`src/rtl/seq_mult_4x4_pkg.sv`:
```
// rtl/seq_mult_4x4_pkg.sv - shared state encodings and widths for the sequential multiplier
package seq_mult_4x4_pkg;

    localparam int OP_W = 4;
    localparam int PROD_W = 2 * OP_W;
    localparam logic [1:0] ITER_LAST = 2'd3;

    typedef enum logic [1:0] {
        IDLE = 2'd0,
        RUN  = 2'd1,
        DONE = 2'd2
    } state_t;

endpackage

```
`src/rtl/seq_mult_4x4_if.sv`:
```
// rtl/seq_mult_4x4_if.sv - start/done handshake bundle between requester and multiplier
interface seq_mult_4x4_if;
    import seq_mult_4x4_pkg::*;

    logic              start;
    logic [OP_W-1:0]   a;
    logic [OP_W-1:0]   b;
    logic              ready;
    logic              done;
    logic [PROD_W-1:0] product;

    modport master (
        output start, a, b,
        input  ready, done, product
    );

    modport slave (
        input  start, a, b,
        output ready, done, product
    );

endinterface

```
`src/rtl/FourBit_Adder_HA.sv`:
```
// rtl/FourBit_Adder_HA.sv - four-bit ripple adder built from half-adder pairs
module FourBit_Adder_HA (
    input  logic [3:0] a,
    input  logic [3:0] b,
    output logic [3:0] sum,
    output logic       carry
);

    logic [4:0] c;
    logic [3:0] p;
    logic [3:0] g;
    logic [3:0] h;

    assign c[0] = 1'b0;

    // Each bit is two half adders with their carries OR-ed into the next stage
    for (genvar i = 0; i < 4; i++) begin : g_bit
        assign p[i]     = a[i] ^ b[i];
        assign g[i]     = a[i] & b[i];
        assign sum[i]   = p[i] ^ c[i];
        assign h[i]     = p[i] & c[i];
        assign c[i + 1] = g[i] | h[i];
    end

    assign carry = c[4];

endmodule

```
`src/rtl/seq_mult_4x4.sv`:
```
// rtl/seq_mult_4x4.sv - 4x4 unsigned shift-and-add multiplier around one four-bit adder
module seq_mult_4x4
    import seq_mult_4x4_pkg::*;
(
    input  logic         clk,
    input  logic         rst_n,
    seq_mult_4x4_if.slave bus
);

    state_t          state;
    logic [OP_W-1:0] m;
    logic [OP_W-1:0] acc;
    logic [OP_W-1:0] q;
    logic [1:0]      cnt;
    logic            ready_r;
    logic            done_r;

    logic [OP_W-1:0] addend;
    logic [OP_W-1:0] s;
    logic            c;

    // Add the multiplicand only when the current multiplier bit is set
    always_comb begin
        addend = '0;
        if (q[0]) begin
            addend = m;
        end
    end

    FourBit_Adder_HA u_adder (
        .a     (acc),
        .b     (addend),
        .sum   (s),
        .carry (c)
    );

    // Control FSM plus datapath registers; carry shifts into acc so it is never lost
    always_ff @(posedge clk or negedge rst_n) begin
        if (!rst_n) begin
            state   <= IDLE;
            m       <= '0;
            acc     <= '0;
            q       <= '0;
            cnt     <= '0;
            ready_r <= 1'b1;
            done_r  <= 1'b0;
        end else begin
            case (state)
                IDLE: begin
                    if (bus.start) begin
                        m       <= bus.a;
                        q       <= bus.b;
                        acc     <= '0;
                        cnt     <= '0;
                        ready_r <= 1'b0;
                        state   <= RUN;
                    end
                end
                RUN: begin
                    acc <= {c, s[OP_W-1:1]};
                    q   <= {s[0], q[OP_W-1:1]};
                    cnt <= cnt + 2'd1;
                    if (cnt == ITER_LAST) begin
                        done_r <= 1'b1;
                        state  <= DONE;
                    end
                end
                DONE: begin
                    done_r  <= 1'b0;
                    ready_r <= 1'b1;
                    state   <= IDLE;
                end
                default: begin
                    done_r  <= 1'b0;
                    ready_r <= 1'b1;
                    state   <= IDLE;
                end
            endcase
        end
    end

    assign bus.ready   = ready_r;
    assign bus.done    = done_r;
    assign bus.product = {acc, q};

endmodule

```
`src/flat_wrapper.sv`:
```
// flat-port wrapper written by rule: the top's interface ports become plain ports
module seq_mult_4x4_flat import seq_mult_4x4_pkg::*;
  (clk, rst_n, bus_start, bus_a, bus_b, bus_ready, bus_done, bus_product);
  seq_mult_4x4_if bus_i ();
  input  logic clk;
  input  logic rst_n;
  input wire logic [$bits(bus_i.start)-1:0] bus_start;
  input wire logic [$bits(bus_i.a)-1:0] bus_a;
  input wire logic [$bits(bus_i.b)-1:0] bus_b;
  output wire logic [$bits(bus_i.ready)-1:0] bus_ready;
  output wire logic [$bits(bus_i.done)-1:0] bus_done;
  output wire logic [$bits(bus_i.product)-1:0] bus_product;
  assign bus_i.start = bus_start;
  assign bus_i.a = bus_a;
  assign bus_i.b = bus_b;
  assign bus_ready = bus_i.ready;
  assign bus_done = bus_i.done;
  assign bus_product = bus_i.product;
  seq_mult_4x4 u_core (.clk(clk), .rst_n(rst_n), .bus(bus_i));
endmodule
```
`config.mk`:
```
export PLATFORM = sky130hd
export DESIGN_NAME = seq_mult_4x4_flat
export DESIGN_NICKNAME = d
export VERILOG_FILES = /design/src/rtl/seq_mult_4x4_pkg.sv /design/src/rtl/seq_mult_4x4_if.sv /design/src/rtl/FourBit_Adder_HA.sv /design/src/rtl/seq_mult_4x4.sv /design/src/flat_wrapper.sv
export SDC_FILE = /design/constraint.sdc
export NUM_CORES = 1
export LEC_CHECK = 0
export BUFFER_PORTS_ARGS = -buffer_cell sky130_fd_sc_hd__buf_2
export CAP_MARGIN = 10
export CORE_ASPECT_RATIO = 1.2
export CORE_MARGIN = 3
export CORE_UTILIZATION = 30
export CTS_BUF_LIST = sky130_fd_sc_hd__clkbuf_16
export CTS_CLUSTER_DIAMETER = 60
export DETAILED_ROUTE_END_ITERATION = 12
export GPL_TIMING_DRIVEN = 0
export PLACE_DENSITY = 0.47
export REMOVE_ABC_BUFFERS = 1
export SLEW_MARGIN = 40
export SYNTH_ARGS = -nofsm -noshare
export SYNTH_HDL_FRONTEND = slang
export SYNTH_SLANG_ARGS = --single-unit
```
`constraint.sdc`:
```
create_clock -name clk -period 6.4 [get_ports clk]
set_clock_uncertainty 0.15 [all_clocks]
set_input_delay 0.96 -clock clk [delete_from_list [all_inputs] [get_ports clk]]
set_output_delay 0.96 -clock clk [all_outputs]
set_load 0.05 [all_outputs]
```
==> impl_metrics.toml <==
[timing]
rsz0062_at_grt = "false"
period_minus_slack_ps = 2340
slew_headroom = 0.644
worst_slew_pin_slew_ps = 532
timing.fmax_mhz = 428
hold_viol = 0
setup_viol = 0
worst_slack_ps = 4060
finalSetupTns_ps = 0
slew_viol_final = 0
period_share = 0.365

[setup_path]
crit_fanout = 6
cp.required_ps = 6370
cp_slowest_cell = "fa_1"
crit_family = "adder cells"
start_kind = "flip-flop"
path_cells = "and2_1 > ha_1 > inv_1 > fa_1 > fa_1 > fa_1 > o21ai_0"
worstSetupPathType = "flip-flop to flip-flop"
arrival_ps = 2310
crit_top_cell = "fa_1"
max_stage_delay_ps = 480
end_kind = "flip-flop"
crit_buf_inv = 1

[clock_tree]
clock_path_buffers = 2
cts_made_buffers = 3
post_cts_resized = 0
root_buffer = "clkbuf_16"
clkTransAtPathRegs_ps = 50
postCtsSetupRepairBufs = 0
cts_tree = "yes"
worstSkewPairLatency_ps = 250
h-tree-depth = 1
cts_sinks = 18
holdBufCountCts = 0

[synth]
synth_compound_area_frac = 0.138
synth_flop_cell = "dfrtp_1"
synthTopCellsByArea = "dfrtp_1 (51%), fa_1 (7.2%), mux2_2 (5.4%)"
synth.distinct_cells = 20
synthSimpleGateAreaFrac = 0.114
synth_area_per_cell_sq_um = 11.1
synthMuxAreaShare = 0.0540
async_flop_share = 1.00
synth_top_area_frac = 0.510
synth_warnings = 0
synth_fa_ha_area_frac = 0.102
synth_top_area_cell = "dfrtp_1"
synth-seq-cells = 18
synth-edff-count = 0
postSynthCellCount = 75
synth_xor_area_frac = 0
seq_area_frac_synth = 0.541
netlist_area_sq_um = 835
synth_top_family_by_area = "compound AO/OA/AOI/OAI gates"

[pwr]
vdd_ir_drop_max_v = 0.000195
cellLeakagePower_nw = 0.485
powerDensity_nw_per_um2 = 598

[die]
io_pins = 21
die_h_microns = 63.8
initial_core_util = 0.321
rows = 20
dieArea_sq_um = 3450
fp.dieW_microns = 54.1
core_sq_um = 2600

[global_routing]
grt_pass1_vias = 625
grt_overflow_total = 0
grt_max_degree = 19
grt_pass1_wl_mm = 2.77
antenna_found_initial = 0
track_usage = 0.112

[final_layout]
diodes = 0
syn_to_final_growth_pct = 24.4
final_net_count = 114
drive_gt1_frac = 0.299

[drt]
wl_met1_microns = 718
wl_met2_microns = 745
highest_layer = "met4"
routedWlPerCell_microns = 12.0
first_pass_iters = 4
num_vias = 594
ant_nets = 0
drtIter0Drc = 16
wl_met3_microns = 59
viasPerCell = 4.57
drc = 0
wirelength_mm = 1.56

[worst_hold_path]
min_path_type = "flip-flop to flip-flop"

[placed_design]
port_buffers = 20
post-dp-hpwl_mm = 1.20
preCtsSetupSlack_ps = 4030
place.gp.congestion = 0.704

[outcome]
status = "completed"

[flow_run]
max-cap-violations = 0
==> metrics by stage <==
stage	instances	area, sq um	power (mW)	hold slack (ps)	utilization
2_1_floorplan	73	818	0.433	317	-
3_3_place_gp	126	960	0.500	298	0.369
3_5_place_dp	126	960	0.507	305	0.369
4_1_cts	130	1040	0.634	311	0.399
5_1_grt	130	1040	0.679	361	0.399
6_report	130	1040	0.621	307	0.399
==> path summary, 6_finish.rpt <==
path / from / endpoint / slack (ps) / cells past startpoint
worst max-delay path: u_core.q[0]$_DFFE_PN0P_ / u_core.acc[2]$_DFFE_PN0P_ / 4060 / 7
max in group asynchronous: rst_n / u_core.bus.ready$_DFFE_PN1P_ / 5290 / 1
worst max register to register: u_core.q[0]$_DFFE_PN0P_ / u_core.acc[2]$_DFFE_PN0P_ / 4060 / 7
min in group asynchronous: rst_n / u_core.acc[2]$_DFFE_PN0P_ / 480 / 1
worst min register to register: u_core.bus.ready$_DFFE_PN1P_ / u_core.bus.ready$_DFFE_PN1P_ / 310 / 2
worst min-delay path: u_core.bus.ready$_DFFE_PN1P_ / u_core.bus.ready$_DFFE_PN1P_ / 310 / 2
==> flip-flops by register name, summed over array words and instances, names as in the netlist <==
name	count
u_core.state	2
u_core.m	4
u_core.q	4
u_core.bus.done	1
u_core.cnt	2
u_core.bus.ready	1
u_core.acc	4
==> Yosys cell counts (2+ instances only) <==
library cell,count
a21oi_1,6
dfrtp_1,17
fa_1,3
ha_1,2
inv_1,7
mux2_2,4
nand2_1,10
nand2b_1,4
o21ai_0,6
o22ai_1,6
==> report_power, final <==
group / internal [mW] / switching [mW]
Combinational: 0.0917 / 0.190
Clock: 0.0828 / 0.0399
Sequential: 0.171 / 0.0453
Total: 0.345 / 0.275
==> worst register-to-register path: cells and delay by family (launching register included) <==
kind            cells  cell delay [ps]
flops               1              420
simple gates        1              150
buf+inv             1               40
compound gates      1               80
fa+ha+maj           4             1380
==> layer usage <==
layer	vias up	track usage
met2	10	0.168
met1	278	0.138
met3	4	0.0280
li1	302	-
met4	0	0.0748
met5	-	0
==> layout make-up <==
cell class,count,area [sq um]
Clock buffer,3,75.1
Clock inverter,1,3.75
Fill cell,270,1560
Inverter,7,26.3
Multi-Input combinational cell,48,340
Sequential cell,18,452
Tap cell,33,41.3
Timing Repair Buffer,20,100
==> kinds of logic (layout without fill, tap and decap cells) <==
kind of cell,Yosys count,count (layout)
fa+ha+maj,5,5
simple gates,19,19
buf+inv,9,31
flops,18,18
mux,4,4
compound gates,20,20
==> cell usage in the layout (no fill, tap or decap), drive strengths merged <==
cell type   n
o21ai       6
or4b        1
o21bai      1
buf        20
a21oi       6
nor2        2
mux2        4
nand2      10
clkbuf      3
a32o        1
and3        1
nand2b      4
and2        1
dfstp       1
ha          2
o22ai       6
dfrtp      17
inv         8
fa          3
No activity file was read; power rests on OpenSTA's default activity.
